### src/rtl/imem_arbiter_if.sv
// Bus bundle between the IMEM arbiter (slave) and its fetch / loader / IMEM-array neighbours (master).
interface imem_arbiter_if #(
    parameter int ADDR_W = 10
);
    logic              fetch_req;
    logic [31:0]       fetch_addr;
    logic [31:0]       fetch_rdata;
    logic              fetch_valid;
    logic              fetch_stall;
    logic              ld_valid;
    logic              ld_ready;
    logic [31:0]       ld_addr;
    logic [31:0]       ld_wdata;
    logic              ld_last;
    logic              mem_en;
    logic              mem_we;
    logic [ADDR_W-1:0] mem_addr;
    logic [31:0]       mem_wdata;
    logic [31:0]       mem_rdata;
    logic              boot_done;
    logic [31:0]       perf_stall_cnt;

    modport slave (
        input  fetch_req, fetch_addr, ld_valid, ld_addr, ld_wdata, ld_last, mem_rdata,
        output fetch_rdata, fetch_valid, fetch_stall, ld_ready,
               mem_en, mem_we, mem_addr, mem_wdata, boot_done, perf_stall_cnt
    );

    modport master (
        output fetch_req, fetch_addr, ld_valid, ld_addr, ld_wdata, ld_last, mem_rdata,
        input  fetch_rdata, fetch_valid, fetch_stall, ld_ready,
               mem_en, mem_we, mem_addr, mem_wdata, boot_done, perf_stall_cnt
    );
endinterface

### src/rtl/imem_arbiter.sv
// Shares the single-port IMEM between fetch (read) and the loader (write): boot-load first, then
// fetch priority with a bounded loader wait. Optional stall counter under IMEM_ARB_PERF_EN.
module imem_arbiter #(
    parameter int ADDR_W    = 10,
    parameter int MAX_WAIT  = 8,
    parameter int WAIT_W    = 4,
    parameter int BOOT_SKIP = 0
) (
    input  logic          clk,
    input  logic          rst,
    imem_arbiter_if.slave bus
);
    typedef enum logic {
        ST_BOOT = 1'b0,
        ST_RUN  = 1'b1
    } state_e;

    localparam state_e            RST_STATE = (BOOT_SKIP != 0) ? ST_RUN : ST_BOOT;
    localparam logic [WAIT_W-1:0] WAIT_MAX  = WAIT_W'(MAX_WAIT);

    state_e            state_q, state_d;
    logic [WAIT_W-1:0] wait_q, wait_d;

    logic              grant_ld;
    logic              fetch_stall;
    logic              fetch_valid;
    logic              ld_ready;
    logic              mem_en;
    logic              mem_we;
    logic [ADDR_W-1:0] mem_addr;

    // Byte addresses map to words; bits outside the IMEM window wrap silently.
    logic [ADDR_W-1:0] ld_word;
    logic [ADDR_W-1:0] fetch_word;
    assign ld_word    = bus.ld_addr[ADDR_W+1:2];
    assign fetch_word = bus.fetch_addr[ADDR_W+1:2];

    always_comb begin
        state_d     = state_q;
        wait_d      = wait_q;
        grant_ld    = 1'b0;
        fetch_stall = 1'b1;
        fetch_valid = 1'b0;
        ld_ready    = 1'b0;
        mem_en      = 1'b0;
        mem_we      = 1'b0;
        mem_addr    = ld_word;

        case (state_q)
            ST_BOOT: begin
                ld_ready = 1'b1;
                mem_en   = bus.ld_valid;
                mem_we   = bus.ld_valid;
                wait_d   = '0;
                if (bus.ld_valid && bus.ld_last)
                    state_d = ST_RUN;
            end
            ST_RUN: begin
                grant_ld = bus.ld_valid && (!bus.fetch_req || (wait_q == WAIT_MAX));
                if (grant_ld) begin
                    mem_en      = 1'b1;
                    mem_we      = 1'b1;
                    mem_addr    = ld_word;
                    ld_ready    = 1'b1;
                    fetch_stall = bus.fetch_req;
                    wait_d      = '0;
                end else begin
                    mem_en      = bus.fetch_req;
                    mem_addr    = fetch_word;
                    fetch_valid = bus.fetch_req;
                    fetch_stall = 1'b0;
                    // Age only a beat that is actually being denied; saturate at the bound.
                    if (!bus.ld_valid)
                        wait_d = '0;
                    else if (wait_q != WAIT_MAX)
                        wait_d = wait_q + 1'b1;
                end
            end
            default: state_d = RST_STATE;
        endcase

        // Reset gates the bus combinationally so a mid-beat reset cannot commit a write.
        if (!rst) begin
            fetch_stall = 1'b1;
            fetch_valid = 1'b0;
            ld_ready    = 1'b0;
            mem_en      = 1'b0;
            mem_we      = 1'b0;
        end
    end

    always_ff @(posedge clk or negedge rst) begin
        if (!rst) begin
            state_q <= RST_STATE;
            wait_q  <= '0;
        end else begin
            state_q <= state_d;
            wait_q  <= wait_d;
        end
    end

    assign bus.fetch_rdata = bus.mem_rdata;
    assign bus.fetch_valid = fetch_valid;
    assign bus.fetch_stall = fetch_stall;
    assign bus.ld_ready    = ld_ready;
    assign bus.mem_en      = mem_en;
    assign bus.mem_we      = mem_we;
    assign bus.mem_addr    = mem_addr;
    assign bus.mem_wdata   = bus.ld_wdata;
    assign bus.boot_done   = (state_q == ST_RUN);

`ifdef IMEM_ARB_PERF_EN
    logic [31:0] perf_q;

    always_ff @(posedge clk or negedge rst) begin
        if (!rst)
            perf_q <= '0;
        else if ((state_q == ST_RUN) && fetch_stall)
            perf_q <= perf_q + 32'd1;
    end

    assign bus.perf_stall_cnt = perf_q;
`else
    assign bus.perf_stall_cnt = 32'h0;
`endif

    logic unused_addr_bits;
    assign unused_addr_bits = ^{bus.fetch_addr[1:0], bus.fetch_addr[31:ADDR_W+2],
                                bus.ld_addr[1:0], bus.ld_addr[31:ADDR_W+2]};
endmodule

### src/flat_wrapper.sv
// flat-port wrapper written by rule: the top's interface ports become plain ports
module imem_arbiter_flat 
#(
    parameter int ADDR_W    = 10,
    parameter int MAX_WAIT  = 8,
    parameter int WAIT_W    = 4,
    parameter int BOOT_SKIP = 0
)
  (clk, rst, bus_fetch_req, bus_fetch_addr, bus_ld_valid, bus_ld_addr, bus_ld_wdata, bus_ld_last, bus_mem_rdata, bus_fetch_rdata, bus_fetch_valid, bus_fetch_stall, bus_ld_ready, bus_mem_en, bus_mem_we, bus_mem_addr, bus_mem_wdata, bus_boot_done, bus_perf_stall_cnt);
  imem_arbiter_if #(.ADDR_W(ADDR_W)) bus_i ();
  input  logic clk;
  input  logic rst;
  input wire logic [$bits(bus_i.fetch_req)-1:0] bus_fetch_req;
  input wire logic [$bits(bus_i.fetch_addr)-1:0] bus_fetch_addr;
  input wire logic [$bits(bus_i.ld_valid)-1:0] bus_ld_valid;
  input wire logic [$bits(bus_i.ld_addr)-1:0] bus_ld_addr;
  input wire logic [$bits(bus_i.ld_wdata)-1:0] bus_ld_wdata;
  input wire logic [$bits(bus_i.ld_last)-1:0] bus_ld_last;
  input wire logic [$bits(bus_i.mem_rdata)-1:0] bus_mem_rdata;
  output wire logic [$bits(bus_i.fetch_rdata)-1:0] bus_fetch_rdata;
  output wire logic [$bits(bus_i.fetch_valid)-1:0] bus_fetch_valid;
  output wire logic [$bits(bus_i.fetch_stall)-1:0] bus_fetch_stall;
  output wire logic [$bits(bus_i.ld_ready)-1:0] bus_ld_ready;
  output wire logic [$bits(bus_i.mem_en)-1:0] bus_mem_en;
  output wire logic [$bits(bus_i.mem_we)-1:0] bus_mem_we;
  output wire logic [$bits(bus_i.mem_addr)-1:0] bus_mem_addr;
  output wire logic [$bits(bus_i.mem_wdata)-1:0] bus_mem_wdata;
  output wire logic [$bits(bus_i.boot_done)-1:0] bus_boot_done;
  output wire logic [$bits(bus_i.perf_stall_cnt)-1:0] bus_perf_stall_cnt;
  assign bus_i.fetch_req = bus_fetch_req;
  assign bus_i.fetch_addr = bus_fetch_addr;
  assign bus_i.ld_valid = bus_ld_valid;
  assign bus_i.ld_addr = bus_ld_addr;
  assign bus_i.ld_wdata = bus_ld_wdata;
  assign bus_i.ld_last = bus_ld_last;
  assign bus_i.mem_rdata = bus_mem_rdata;
  assign bus_fetch_rdata = bus_i.fetch_rdata;
  assign bus_fetch_valid = bus_i.fetch_valid;
  assign bus_fetch_stall = bus_i.fetch_stall;
  assign bus_ld_ready = bus_i.ld_ready;
  assign bus_mem_en = bus_i.mem_en;
  assign bus_mem_we = bus_i.mem_we;
  assign bus_mem_addr = bus_i.mem_addr;
  assign bus_mem_wdata = bus_i.mem_wdata;
  assign bus_boot_done = bus_i.boot_done;
  assign bus_perf_stall_cnt = bus_i.perf_stall_cnt;
  imem_arbiter #(.ADDR_W(ADDR_W), .MAX_WAIT(MAX_WAIT), .WAIT_W(WAIT_W), .BOOT_SKIP(BOOT_SKIP)) u_core (.clk(clk), .rst(rst), .bus(bus_i));
endmodule
### config.mk
export PLATFORM = sky130hd
export DESIGN_NAME = imem_arbiter_flat
export DESIGN_NICKNAME = d
export VERILOG_FILES = /design/src/rtl/imem_arbiter_if.sv /design/src/rtl/imem_arbiter.sv /design/src/flat_wrapper.sv
export SDC_FILE = /design/constraint.sdc
export NUM_CORES = 1
export LEC_CHECK = 0
export BUFFER_PORTS_ARGS = -buffer_cell sky130_fd_sc_hd__buf_2
export CORE_AREA = 2 2 95 97
export CTS_CLUSTER_SIZE = 10
export DETAILED_ROUTE_END_ITERATION = 10
export DIE_AREA = 0 0 97 99
export GPL_TIMING_DRIVEN = 0
export HOLD_SLACK_MARGIN = 0.05
export PLACE_DENSITY = 0.49
export SLEW_MARGIN = 20
export SYNTH_ARGS = -nofsm -noshare
export SYNTH_HDL_FRONTEND = slang
export SYNTH_SLANG_ARGS = --single-unit
### constraint.sdc
create_clock -name clk -period 1.58 [get_ports clk]
set_input_delay 0.316 -clock clk [delete_from_list [all_inputs] [get_ports clk]]
set_output_delay 0.316 -clock clk [all_outputs]
set_load 0.02 [all_outputs]
==> results.md <==
- Run status: finished, violations left
- Violated checks: setup timing
- Power density over the cells: 469 nW/um^2
- HPWL after detailed placement: 2.67 mm
- Final Max Tran Viols: 0
- Clock-pin transition on the worst setup and hold timing paths: 0.03 ns
- Reg2reg start: u_core.wait_q[0]
- Type of the worst setup path: flip-flop to primary output
- Chip width: 97 um
- Largest driver fanout on the critical path: 5
- Cells along the critical path: inv_2, ha_4, nand4b_4, nand3_4, clkbuf_16, mux2_4, buf_6
- Average cell area after synthesis: 8.74 um^2
- Synthesized instance count: 137
- Hold Worst Slack: 0.307 ns
- RSZ-0062 raised after global routing: yes
- Area contributors post-synth: sky130_fd_sc_hd__buf_4, sky130_fd_sc_hd__dfrtp_1, sky130_fd_sc_hd__mux2_4, sky130_fd_sc_hd__ha_1, sky130_fd_sc_hd__nand4b_4
- Period Utilization, post-route: 1.26
- Gr usage total: 0.0514
- Maximum clock rate: 0.504 GHz
- Mapped cell area: 1200 um^2
- Most frequent cells after synthesis: sky130_fd_sc_hd__buf_4, sky130_fd_sc_hd__mux2_4, sky130_fd_sc_hd__dfrtp_1
- Class of the tightest hold or removal check: input pin to flip-flop
- Worst Slack Setup Final: -0.404 ns
- CTS tree: built
- CTS Buffer Depth: 2
- Number of setup violations in the final report: 14
- Cell with the most instances after synthesis: sky130_fd_sc_hd__buf_4
- Endpoint type of the worst setup path: primary output
- Initial core utilization: 0.140
- Number of synthesis warnings: 0
- Critical Path Source: u_core.wait_q[0]
- Instance count along the most critical hold path: 2
- Number of antenna violations at the first check in global routing: 0
- Startpoint type of the worst setup path: flip-flop
- Clock net sink count: 5
- Final Wtd Congestion: 0.700
- Total power: 1030 uW
- Number of different library cells in the post-synthesis netlist: 23
- Vias in the first global route: 985
- Area inside the core boundary: 8550 um^2
- Post-route ant nets: 0
- Data arrival time of the critical path: 1.67 ns
- Worst Min Path Start: bus_ld_last
- Peak supply drop: 166 uV
- Final antenna diode count: 0
- Wire length of the first global-routing pass: 3.97 mm
- Post-synth EDFFs: 0
- Max Cap Viol: 0
- CTS H-tree depth: 1
- Min cycle time layout: 1.98 ns
- Total number of vias: 1208
- Delay of the slowest cell on the worst path: 0.39 ns
- Layout Area Growth over Synthesis: 83.6%
- Count of routing violations after the opening detailed-route iteration: 9
- Pin count of the biggest net entering global routing: 11
- Drt total wl: 3.09 mm
- Layout Nets: 420
- Post-detailed-route wirelength per cell: 7.89 um
- Data required time of the worst path: 1.26 ns
- Synthesized flop and latch total: 5
- First-pass iteration count of the detailed router: 3
- Cell at the slowest stage of the critical path: sky130_fd_sc_hd__dfrtp_1
- Clk_lat worst skew: 0.22 ns
- Leakage power: 0.00132 uW
- Prevailing post-synth register cell: sky130_fd_sc_hd__dfrtp_1
- I/O pin count: 245
- DRC violations left: 0
- Fraction of layout cells with a size suffix above 1: 0.803
- Clock Tree Root: sky130_fd_sc_hd__clkbuf_8
- Async set-reset flop share out of synthesis: 1.00
- Number of buffers created by CTS: 3
- Quantity of I/O buffers inserted on ports: 104
- Register area share after synthesis: 0.104
- Final Core Density: 0.257
- Final hold violation count: 0
- Congestion Overflow GR: 0
- Via density per instance: 3.08
- Number of core rows: 34
- Cell type contributing the most total cell area after synthesis: sky130_fd_sc_hd__buf_4
- Height of the die: 99 um
- Maximum clock skew at final layout: 0.000642 ns
- FF-to-FF path depth: 7
- Full die area: 9600 um^2
- Area share of the largest cell type after synthesis: 0.602
[timing repair]
item | 4_1_cts | 5_1_grt
endpoints found under the setup margin | 14 | 14
hold buffers | 1 | 0
pin swaps | 1 | 1
gates cloned | 0 | 1
buffers inserted | 5 | 1
endpoints found under the hold margin | 5 | 0
resized for setup | 13 | 19
[per-layer routing]
layer,wire length (um),global-route usage,vias to the layer above
li1,-,-,598
met1,779,0.0375,480
met2,1690,0.107,128
met3,604,0.0326,2
met4,21,0.0130,0
met5,0,0,-
[final timing paths]
| path | end | slack, ns |
|---|---|---|
| setup / recovery | bus_mem_addr[6] | -0.40 |
| hold / removal | u_core.bus.boot_done | 0.31 |
| setup reg to reg | u_core.wait_q[2] | 0.25 |
| hold reg to reg | u_core.wait_q[0] | 0.57 |
| max in group asynchronous | u_core.bus.boot_done | 0.82 |
| min in group asynchronous | u_core.wait_q[3] | 0.55 |
[worst max-delay path, delay by kind of cell (launching register included)]
kind | cells | cell delay [ns]
adders and majority gates | 1 | 0.14
buffers and inverters | 3 | 0.37
DFF | 1 | 0.39
muxes | 1 | 0.30
and+or+nand+nor | 2 | 0.26
[placed cells by master, fill, tap and decap left out]
| cell type | instances |
|---|---|
| sky130_fd_sc_hd__dfrtp_1 | 5 |
| sky130_fd_sc_hd__nor2_1 | 4 |
| sky130_fd_sc_hd__nor2b_1 | 1 |
| sky130_fd_sc_hd__inv_1 | 2 |
| sky130_fd_sc_hd__conb_1 | 32 |
| sky130_fd_sc_hd__clkbuf_1 | 1 |
| sky130_fd_sc_hd__xnor2_1 | 1 |
| sky130_fd_sc_hd__mux2_4 | 10 |
| sky130_fd_sc_hd__clkbuf_16 | 1 |
| sky130_fd_sc_hd__buf_2 | 90 |
| sky130_fd_sc_hd__a21o_1 | 1 |
| sky130_fd_sc_hd__ha_1 | 1 |
| sky130_fd_sc_hd__o211a_1 | 1 |
| sky130_fd_sc_hd__clkbuf_8 | 3 |
| sky130_fd_sc_hd__inv_2 | 2 |
| sky130_fd_sc_hd__and4_2 | 1 |
| sky130_fd_sc_hd__nand2b_1 | 1 |
| sky130_fd_sc_hd__buf_12 | 1 |
| sky130_fd_sc_hd__buf_4 | 103 |
| sky130_fd_sc_hd__nand4_1 | 1 |
| sky130_fd_sc_hd__dlygate4sd3_1 | 1 |
| sky130_fd_sc_hd__buf_6 | 13 |
| sky130_fd_sc_hd__xor2_1 | 1 |
| sky130_fd_sc_hd__and2_2 | 1 |
| sky130_fd_sc_hd__nand3_4 | 1 |
| sky130_fd_sc_hd__nand3_1 | 1 |
| sky130_fd_sc_hd__a21oi_1 | 1 |
| sky130_fd_sc_hd__nand4b_4 | 1 |
| sky130_fd_sc_hd__o211ai_1 | 1 |
| sky130_fd_sc_hd__ha_4 | 1 |
[stage by stage]
step	TNS, ns	setup slack [ns]	cells	cell area, um^2
6_report	-4.89	-0.404	392	2200
3_5_place_dp	-3.01	-0.306	380	1970
5_1_grt	-5.70	-0.461	392	2200
4_1_cts	-5.43	-0.454	390	2110
2_1_floorplan	-0.548	-0.0685	168	1320
3_3_place_gp	-2.75	-0.284	380	1970
[cell type report]
| cell class | count | area [um^2] |
|---|---|---|
| clock buffers | 4 | 45.0 |
| repair buffers | 112 | 684 |
| fillers | 911 | 6350 |
| plain buffers | 97 | 741 |
| inverters | 4 | 15.0 |
| multi-input cells | 62 | 453 |
| flip-flops and latches | 5 | 125 |
| well taps | 108 | 135 |
[sequential cells by signal, indices dropped and copies added, names as in the netlist]
| register | cells |
|---|---|
| u_core.wait_q | 4 |
| u_core.bus.boot_done | 1 |
[logic make-up (layout without fill, tap and decap cells)]
logic type	Yosys count	after routing	synth area share
multiplexers	10	10	0.119
AND/OR/NAND/NOR	12	12	0.0815
AO/OA/AOI/OAI	4	4	0.0251
adder cells (fa/ha/maj)	2	2	0.0209
XOR/XNOR	2	2	0.0146
flip-flops	5	5	0.104
other	1	32	0.00313
buffers and inverters	101	217	0.631
[power breakdown]
part	leakage, uW	internal [uW]	switching (uW)	total, uW
Clock	0.0000228	173	62.5	236
Combinational	0.00124	336	327	663
Sequential	0.0000636	131	2.17	134
No activity file was read; power rests on OpenSTA's default activity.
